[config.mk]
export PLATFORM = sky130hd
export DESIGN_NAME = plic_target_cc_flat
export DESIGN_NICKNAME = d
export VERILOG_FILES = /design/src/rtl/plic_target_cc_if.sv /design/src/rtl/plic_target_cc.sv /design/src/flat_wrapper.sv
export SDC_FILE = /design/constraint.sdc
export NUM_CORES = 1
export LEC_CHECK = 0
export ABC_AREA = 1
export CAP_MARGIN = 20
export CORE_MARGIN = 2
export CORE_UTILIZATION = 48
export CTS_CLUSTER_DIAMETER = 50
export DETAILED_ROUTE_END_ITERATION = 7
export HOLD_SLACK_MARGIN = 0.05
export MAX_ROUTING_LAYER = met4
export PLACE_DENSITY = 0.86
export SLEW_MARGIN = 20
export SYNTH_ARGS = -nofsm -noshare
export SYNTH_HDL_FRONTEND = slang
export SYNTH_SLANG_ARGS = --single-unit
[constraint.sdc]
create_clock -name clk -period 9.2 [get_ports clk]
set_input_delay 1.38 -clock clk [delete_from_list [all_inputs] [get_ports clk]]
set_output_delay 1.38 -clock clk [all_outputs]
set_load 0.02 [all_outputs]
[src/rtl/plic_target_cc_if.sv]
// Claim/complete bus between the register interface (master) and the
// PLIC target claim/complete engine (slave).
interface plic_target_cc_if #(
    parameter int ID_BITS = 4
);
    logic               claim_req;
    logic               claim_rdy;
    logic               claim_ack;
    logic [ID_BITS-1:0] claim_id;
    logic               complete_req;
    logic [ID_BITS-1:0] complete_id;

    modport master (
        output claim_req, complete_req, complete_id,
        input  claim_rdy, claim_ack, claim_id
    );

    modport slave (
        input  claim_req, complete_req, complete_id,
        output claim_rdy, claim_ack, claim_id
    );
endinterface

[src/rtl/plic_target_cc.sv]
// PLIC target claim/complete engine for one hart context.
// Registers the best enabled pending source above threshold every cycle,
// serves claim reads with a four-state FSM and forwards completions to the
// gateways. Optional in-service tracking: define PLIC_TARGET_INSVC_CHECK_EN
// to forward a completion only for a source that is currently claimed.
//
//   state    | meaning
//   S_IDLE   | ready for a claim request
//   S_ACK    | claim_id valid, claim pulse to the gateway
//   S_BLOCK0 | gateway drops ip, selection refreshes
//   S_BLOCK1 | selection settled, back to IDLE next
module plic_target_cc #(
    parameter int SOURCES    = 8,
    parameter int PRIORITIES = 7
) (
    input  logic                                           clk,
    input  logic                                           rst,
    input  logic [SOURCES-1:0]                             ip_i,
    input  logic [SOURCES-1:0]                             ie_i,
    input  logic [SOURCES*$clog2(PRIORITIES+1)-1:0]        prio_i,
    input  logic [$clog2(PRIORITIES+1)-1:0]                threshold_i,
    output logic                                           irq_o,
    output logic [SOURCES-1:0]                             claim_o,
    output logic [SOURCES-1:0]                             complete_o,
    plic_target_cc_if.slave                                bus
);
    localparam int PRIO_BITS = $clog2(PRIORITIES + 1);
    localparam int ID_BITS   = $clog2(SOURCES + 1);

    typedef enum logic [1:0] {
        S_IDLE   = 2'd0,
        S_ACK    = 2'd1,
        S_BLOCK0 = 2'd2,
        S_BLOCK1 = 2'd3
    } state_t;

    logic [ID_BITS-1:0]   sel_id_d;
    logic [PRIO_BITS-1:0] sel_prio_d;
    logic [ID_BITS-1:0]   best_id_q;
    logic [PRIO_BITS-1:0] best_prio_q;

    state_t               state_q, state_d;
    logic                 claim_rdy_q;
    logic [ID_BITS-1:0]   claim_id_q;
    logic                 capture_d;
    logic                 claim_ack_d;
    logic [SOURCES-1:0]   claim_pulse_d;

    logic [SOURCES-1:0]   cmp_hit_d;
    logic [SOURCES-1:0]   cmp_fwd_d;
    logic [SOURCES-1:0]   complete_q;

    // Priority selection: strict '>' while scanning upward keeps the lowest ID on ties.
    always_comb begin
        sel_id_d   = '0;
        sel_prio_d = '0;
        for (int i = 0; i < SOURCES; i++) begin
            if (ip_i[i] && ie_i[i]
                && (prio_i[i*PRIO_BITS +: PRIO_BITS] > threshold_i)
                && (prio_i[i*PRIO_BITS +: PRIO_BITS] > sel_prio_d)) begin
                sel_prio_d = prio_i[i*PRIO_BITS +: PRIO_BITS];
                sel_id_d   = ID_BITS'(i + 1);
            end
        end
    end

    // Selection register; irq is derived from it so both move on the same edge.
    always_ff @(posedge clk) begin
        if (rst) begin
            best_id_q   <= '0;
            best_prio_q <= '0;
        end else begin
            best_id_q   <= sel_id_d;
            best_prio_q <= sel_prio_d;
        end
    end

    // A winner always has a nonzero priority, so this equals best_id != 0.
    assign irq_o = |best_prio_q;

    // Claim FSM state register, ready flag and captured claim ID.
    always_ff @(posedge clk) begin
        if (rst) begin
            state_q     <= S_IDLE;
            claim_rdy_q <= 1'b0;
            claim_id_q  <= '0;
        end else begin
            state_q     <= state_d;
            claim_rdy_q <= (state_d == S_IDLE);
            if (capture_d) begin
                claim_id_q <= best_id_q;
            end
        end
    end

    // Claim FSM next-state and strobes.
    always_comb begin
        state_d       = state_q;
        capture_d     = 1'b0;
        claim_ack_d   = 1'b0;
        claim_pulse_d = '0;
        case (state_q)
            S_IDLE: begin
                if (bus.claim_req && claim_rdy_q) begin
                    capture_d = 1'b1;
                    state_d   = S_ACK;
                end
            end
            S_ACK: begin
                claim_ack_d = 1'b1;
                for (int i = 0; i < SOURCES; i++) begin
                    claim_pulse_d[i] = (claim_id_q == ID_BITS'(i + 1));
                end
                state_d = S_BLOCK0;
            end
            S_BLOCK0: state_d = S_BLOCK1;
            S_BLOCK1: state_d = S_IDLE;
            default:  state_d = S_IDLE;
        endcase
    end

    assign bus.claim_rdy = claim_rdy_q;
    assign bus.claim_ack = claim_ack_d;
    assign bus.claim_id  = claim_id_q;
    assign claim_o       = claim_pulse_d;

    // Completion decode; IDs 0 and above SOURCES match no bit.
    always_comb begin
        cmp_hit_d = '0;
        for (int i = 0; i < SOURCES; i++) begin
            cmp_hit_d[i] = bus.complete_req && (bus.complete_id == ID_BITS'(i + 1));
        end
    end

`ifdef PLIC_TARGET_INSVC_CHECK_EN
    logic [SOURCES-1:0] insvc_q;
    logic [SOURCES-1:0] insvc_d;

    // In-service tracking: a claim in the same cycle overrides a completion clear.
    always_comb begin
        cmp_fwd_d = cmp_hit_d & insvc_q;
        insvc_d   = (insvc_q & ~cmp_fwd_d) | claim_pulse_d;
    end

    // In-service register.
    always_ff @(posedge clk) begin
        if (rst) begin
            insvc_q <= '0;
        end else begin
            insvc_q <= insvc_d;
        end
    end
`else
    // Without in-service tracking every in-range completion is forwarded.
    always_comb begin
        cmp_fwd_d = cmp_hit_d;
    end
`endif

    // Complete pulses to the gateways, one cycle after the request.
    always_ff @(posedge clk) begin
        if (rst) begin
            complete_q <= '0;
        end else begin
            complete_q <= cmp_fwd_d;
        end
    end

    assign complete_o = complete_q;

endmodule

[src/flat_wrapper.sv]
// flat-port wrapper written by rule: the top's interface ports become plain ports
module plic_target_cc_flat 
#(
    parameter int SOURCES    = 8,
    parameter int PRIORITIES = 7
)
  (clk, rst, ip_i, ie_i, prio_i, threshold_i, irq_o, claim_o, complete_o, bus_claim_req, bus_complete_req, bus_complete_id, bus_claim_rdy, bus_claim_ack, bus_claim_id);
  plic_target_cc_if #(.ID_BITS((4))) bus_i ();
  input  logic clk;
  input  logic rst;
  input  logic [SOURCES-1:0] ip_i;
  input  logic [SOURCES-1:0] ie_i;
  input  logic [SOURCES*$clog2(PRIORITIES+1)-1:0] prio_i;
  input  logic [$clog2(PRIORITIES+1)-1:0] threshold_i;
  output logic irq_o;
  output logic [SOURCES-1:0] claim_o;
  output logic [SOURCES-1:0] complete_o;
  input wire logic [$bits(bus_i.claim_req)-1:0] bus_claim_req;
  input wire logic [$bits(bus_i.complete_req)-1:0] bus_complete_req;
  input wire logic [$bits(bus_i.complete_id)-1:0] bus_complete_id;
  output wire logic [$bits(bus_i.claim_rdy)-1:0] bus_claim_rdy;
  output wire logic [$bits(bus_i.claim_ack)-1:0] bus_claim_ack;
  output wire logic [$bits(bus_i.claim_id)-1:0] bus_claim_id;
  assign bus_i.claim_req = bus_claim_req;
  assign bus_i.complete_req = bus_complete_req;
  assign bus_i.complete_id = bus_complete_id;
  assign bus_claim_rdy = bus_i.claim_rdy;
  assign bus_claim_ack = bus_i.claim_ack;
  assign bus_claim_id = bus_i.claim_id;
  plic_target_cc #(.SOURCES(SOURCES), .PRIORITIES(PRIORITIES)) u_core (.clk(clk), .rst(rst), .ip_i(ip_i), .ie_i(ie_i), .prio_i(prio_i), .threshold_i(threshold_i), .irq_o(irq_o), .claim_o(claim_o), .complete_o(complete_o), .bus(bus_i));
endmodule
==> results of run 1 <==
## worst max-delay path: cells and delay by family
| kind | cells | cell delay, ns |
|---|---|---|
| AO/OA/AOI/OAI | 8 | 0.99 |
| adder cells (fa/ha/maj) | 8 | 2.21 |
| buffers and inverters | 5 | 0.81 |
| AND/OR/NAND/NOR | 36 | 3.71 |
## final cells by class
class | count | share of cell area
multi-input cells | 259 | 0.546
repair buffers | 93 | 0.244
flip-flops and latches | 22 | 0.122
inverters | 48 | 0.0499
well taps | 67 | 0.0232
clock buffers | 4 | 0.0152
## sequential cells by signal, summed over array words and instances (netlist names)
signal	cells
u_core.complete_o	8
u_core.best_id_q	4
u_core.bus.claim_id	4
u_core.best_prio_q	3
u_core.state_q	2
u_core.bus.claim_rdy	1
## layer usage
layer | up-vias | wire length, um
met5 | - | 0
met4 | 0 | 142
met3 | 15 | 265
met2 | 80 | 3490
met1 | 1156 | 2360
li1 | 1309 | -
## cell usage in the layout, fill, tap and decap left out, types with 3 or more instances in the layout
cell type,synthesis,routed
clkdlybuf4s50_1,0,73
nand2_1,65,55
inv_1,42,40
ha_1,45,36
nand3_1,30,24
nor2_1,26,24
dfxtp_1,22,22
buf_4,0,20
a21oi_1,19,17
nand2_2,6,16
nand3_2,9,14
o21ai_2,7,12
ha_4,0,9
o21ai_0,13,8
inv_2,5,7
nand4_1,5,5
nand3_4,3,4
o21ai_1,5,4
nand2_4,4,4
clkbuf_8,0,4
nor2_2,3,3
nor2_4,1,3
## repair_timing
action                                  4_1_cts  5_1_grt
setup buffers                                 0        7
hold buffers                                  0        0
endpoints found under the setup margin        0        7
resized for setup                             0       50
## logic make-up after synthesis
family | Yosys count | share of synthesized area
flip-flops | 22 | 0.187
AO/OA/AOI/OAI | 53 | 0.135
buffers and inverters | 48 | 0.0766
AND/OR/NAND/NOR | 161 | 0.362
adder cells (fa/ha/maj) | 45 | 0.239
## final timing paths
| path | endpoint | slack [ns] | cells after the start |
|---|---|---|---|
| setup / recovery | u_core.best_prio_q[1]$_SDFF_PP0_ | 0.26 | 57 |
| setup reg to reg | u_core.bus.claim_id[1]$_SDFFE_PP0P_ | 7.97 | 5 |
| hold reg to reg | u_core.bus.claim_id[3]$_SDFFE_PP0P_ | 0.51 | 2 |
| hold / removal | u_core.bus.claim_id[3]$_SDFFE_PP0P_ | 0.51 | 2 |
## synthesized netlist by cell type, types with 4 or more instances
cell and n:
a21oi_1 19, dfxtp_1 22, ha_1 45, inv_1 42, inv_2 5, nand2_1 65
nand2_2 6, nand2_4 4, nand3_1 30, nand3_2 9, nand4_1 5, nor2_1 26
o21ai_0 13, o21ai_1 5, o21ai_2 7
## metrics by stage
step                       util  instances  TNS (ns)
after floorplan               -        329         0
after global placement    0.691        482         0
after detailed placement  0.691        482    -0.990
after CTS                 0.703        486         0
after global routing      0.765        493     -1.10
final                     0.765        493         0
## power breakdown
part	switching (uW)	total, uW	internal (uW)
clock network	28.1	66.1	38.1
registers	6.85	115	109
logic	135	247	112
total	170	429	259
==> results.cfg, run 1 <==
[floorplan]
die_area_um2 = 5480
std_cell_rows = 25
start_util = 0.498
die_w_um = 74.0
io_pins = 74
core_um2 = 4720
die_h_um = 74.0

[sta]
finalSetupViolCount = 0
finClkSkew_ns = 0.00168
period_share = 0.972
fmax_ghz = 0.112
whs_ns = 0.507
drv_slew = 0
hold_viol = 0
slew_headroom = 0.711
layout_min_cycle_time_ns = 8.94
fin_ws_ns = 0.262
worst_pin_slew_ns = 0.430

[grt]
gr-usage-met3 = 0.0203
grt_pass1_vias = 2399
grtUsageMet1 = 0.229
grt_use_total = 0.219
grt_max_degree = 13
overflow = 0
use_met2 = 0.415
busiest_layer = met2
grt_pass1_wl_um = 9420
antenna_found_initial = 0

[route]
vias = 2560
wl_per_cell_um = 12.7
dr.pass1.iters = 4
viasPerCell = 5.19
ant_nets = 0
routed_wl_um = 6250
drcViolationCount = 0
drtIter0Drc = 79

[layout]
nNetsFinal = 523
finalInstanceArea_um2 = 3610
areaGrowthSynthToFinish_pct = 53.6
multi_input_area_um2 = 1970
drive_gt1_frac = 0.251
diodes = 0
num-fill-cells = 343
regArea_um2 = 440

[logic_synthesis]
syn_avg_cell_area_um2 = 7.15
syn-num-nets = 425
ys.flop_type = dfxtp_1
synth_area_leaders = ha_1 24%, dfxtp_1 19%, nand2_1 10%, inv_1 6.7%, nand3_1 6.4%
synthDistinctLibCells = 32
synth_top_area_share = 0.239
yosys.area.top_type = ha_1
synthCells = 329
ys_async_sr_fraction = 0
synth_seq_area_share = 0.187
ys_ff_latch = 22
syn_area_um2 = 2350
synth_edf_count = 0
yosys_warnings = 0

[setup_path]
critPathArrivalTime_ns = 9.09
crit_path_start_kind = input pin
crit_fanout = 7
critPathRequiredTime_ns = 9.35
crit_path_max_incr_delay_ns = 0.57
crit_start = prio_i[2]
path_common_cell = nand2_2
crit_slowest_cell = clkdlybuf4s50_1
path_class = in2reg
endpoint_kind = flop
r2r-start = u_core.state_q[0]$_SDFF_PP0_

[min_path]
hp-class = reg2reg
hold_start = u_core.bus.claim_id[3]$_SDFFE_PP0P_

[placement]
dpl.hpwl_um = 4640
placement.cell_area_um2 = 3260
routabilityCongestion = 0.839
port_buffers = 73
dpl_worst_slack_ns = -0.174

[clock_tree]
ctsRootBufferMaster = clkbuf_8
cts_sinks = 22
clk_latency_ns = 0.26
path_clk_slew_ns = 0.07
cts_buffers = 3
clock_path_buffers = 2
htree_num_levels = 1
cts_tree = built

[pwr]
power.total_uw = 429
ir_drop_uv = 64.7
powerDensity_nw_per_um2 = 119
leakage_uw = 0.00163

[outcome]
status = completed

[run]
maxCapViolCount = 0
Power figures use the tool's default switching activity.
==> run 2: changes to the inputs <==
Settings changed: CTS_CLUSTER_SIZE from default to 28.
==> results of run 2 <==
Same layout as run 1: the final DEF is identical, and so are final timing and power.
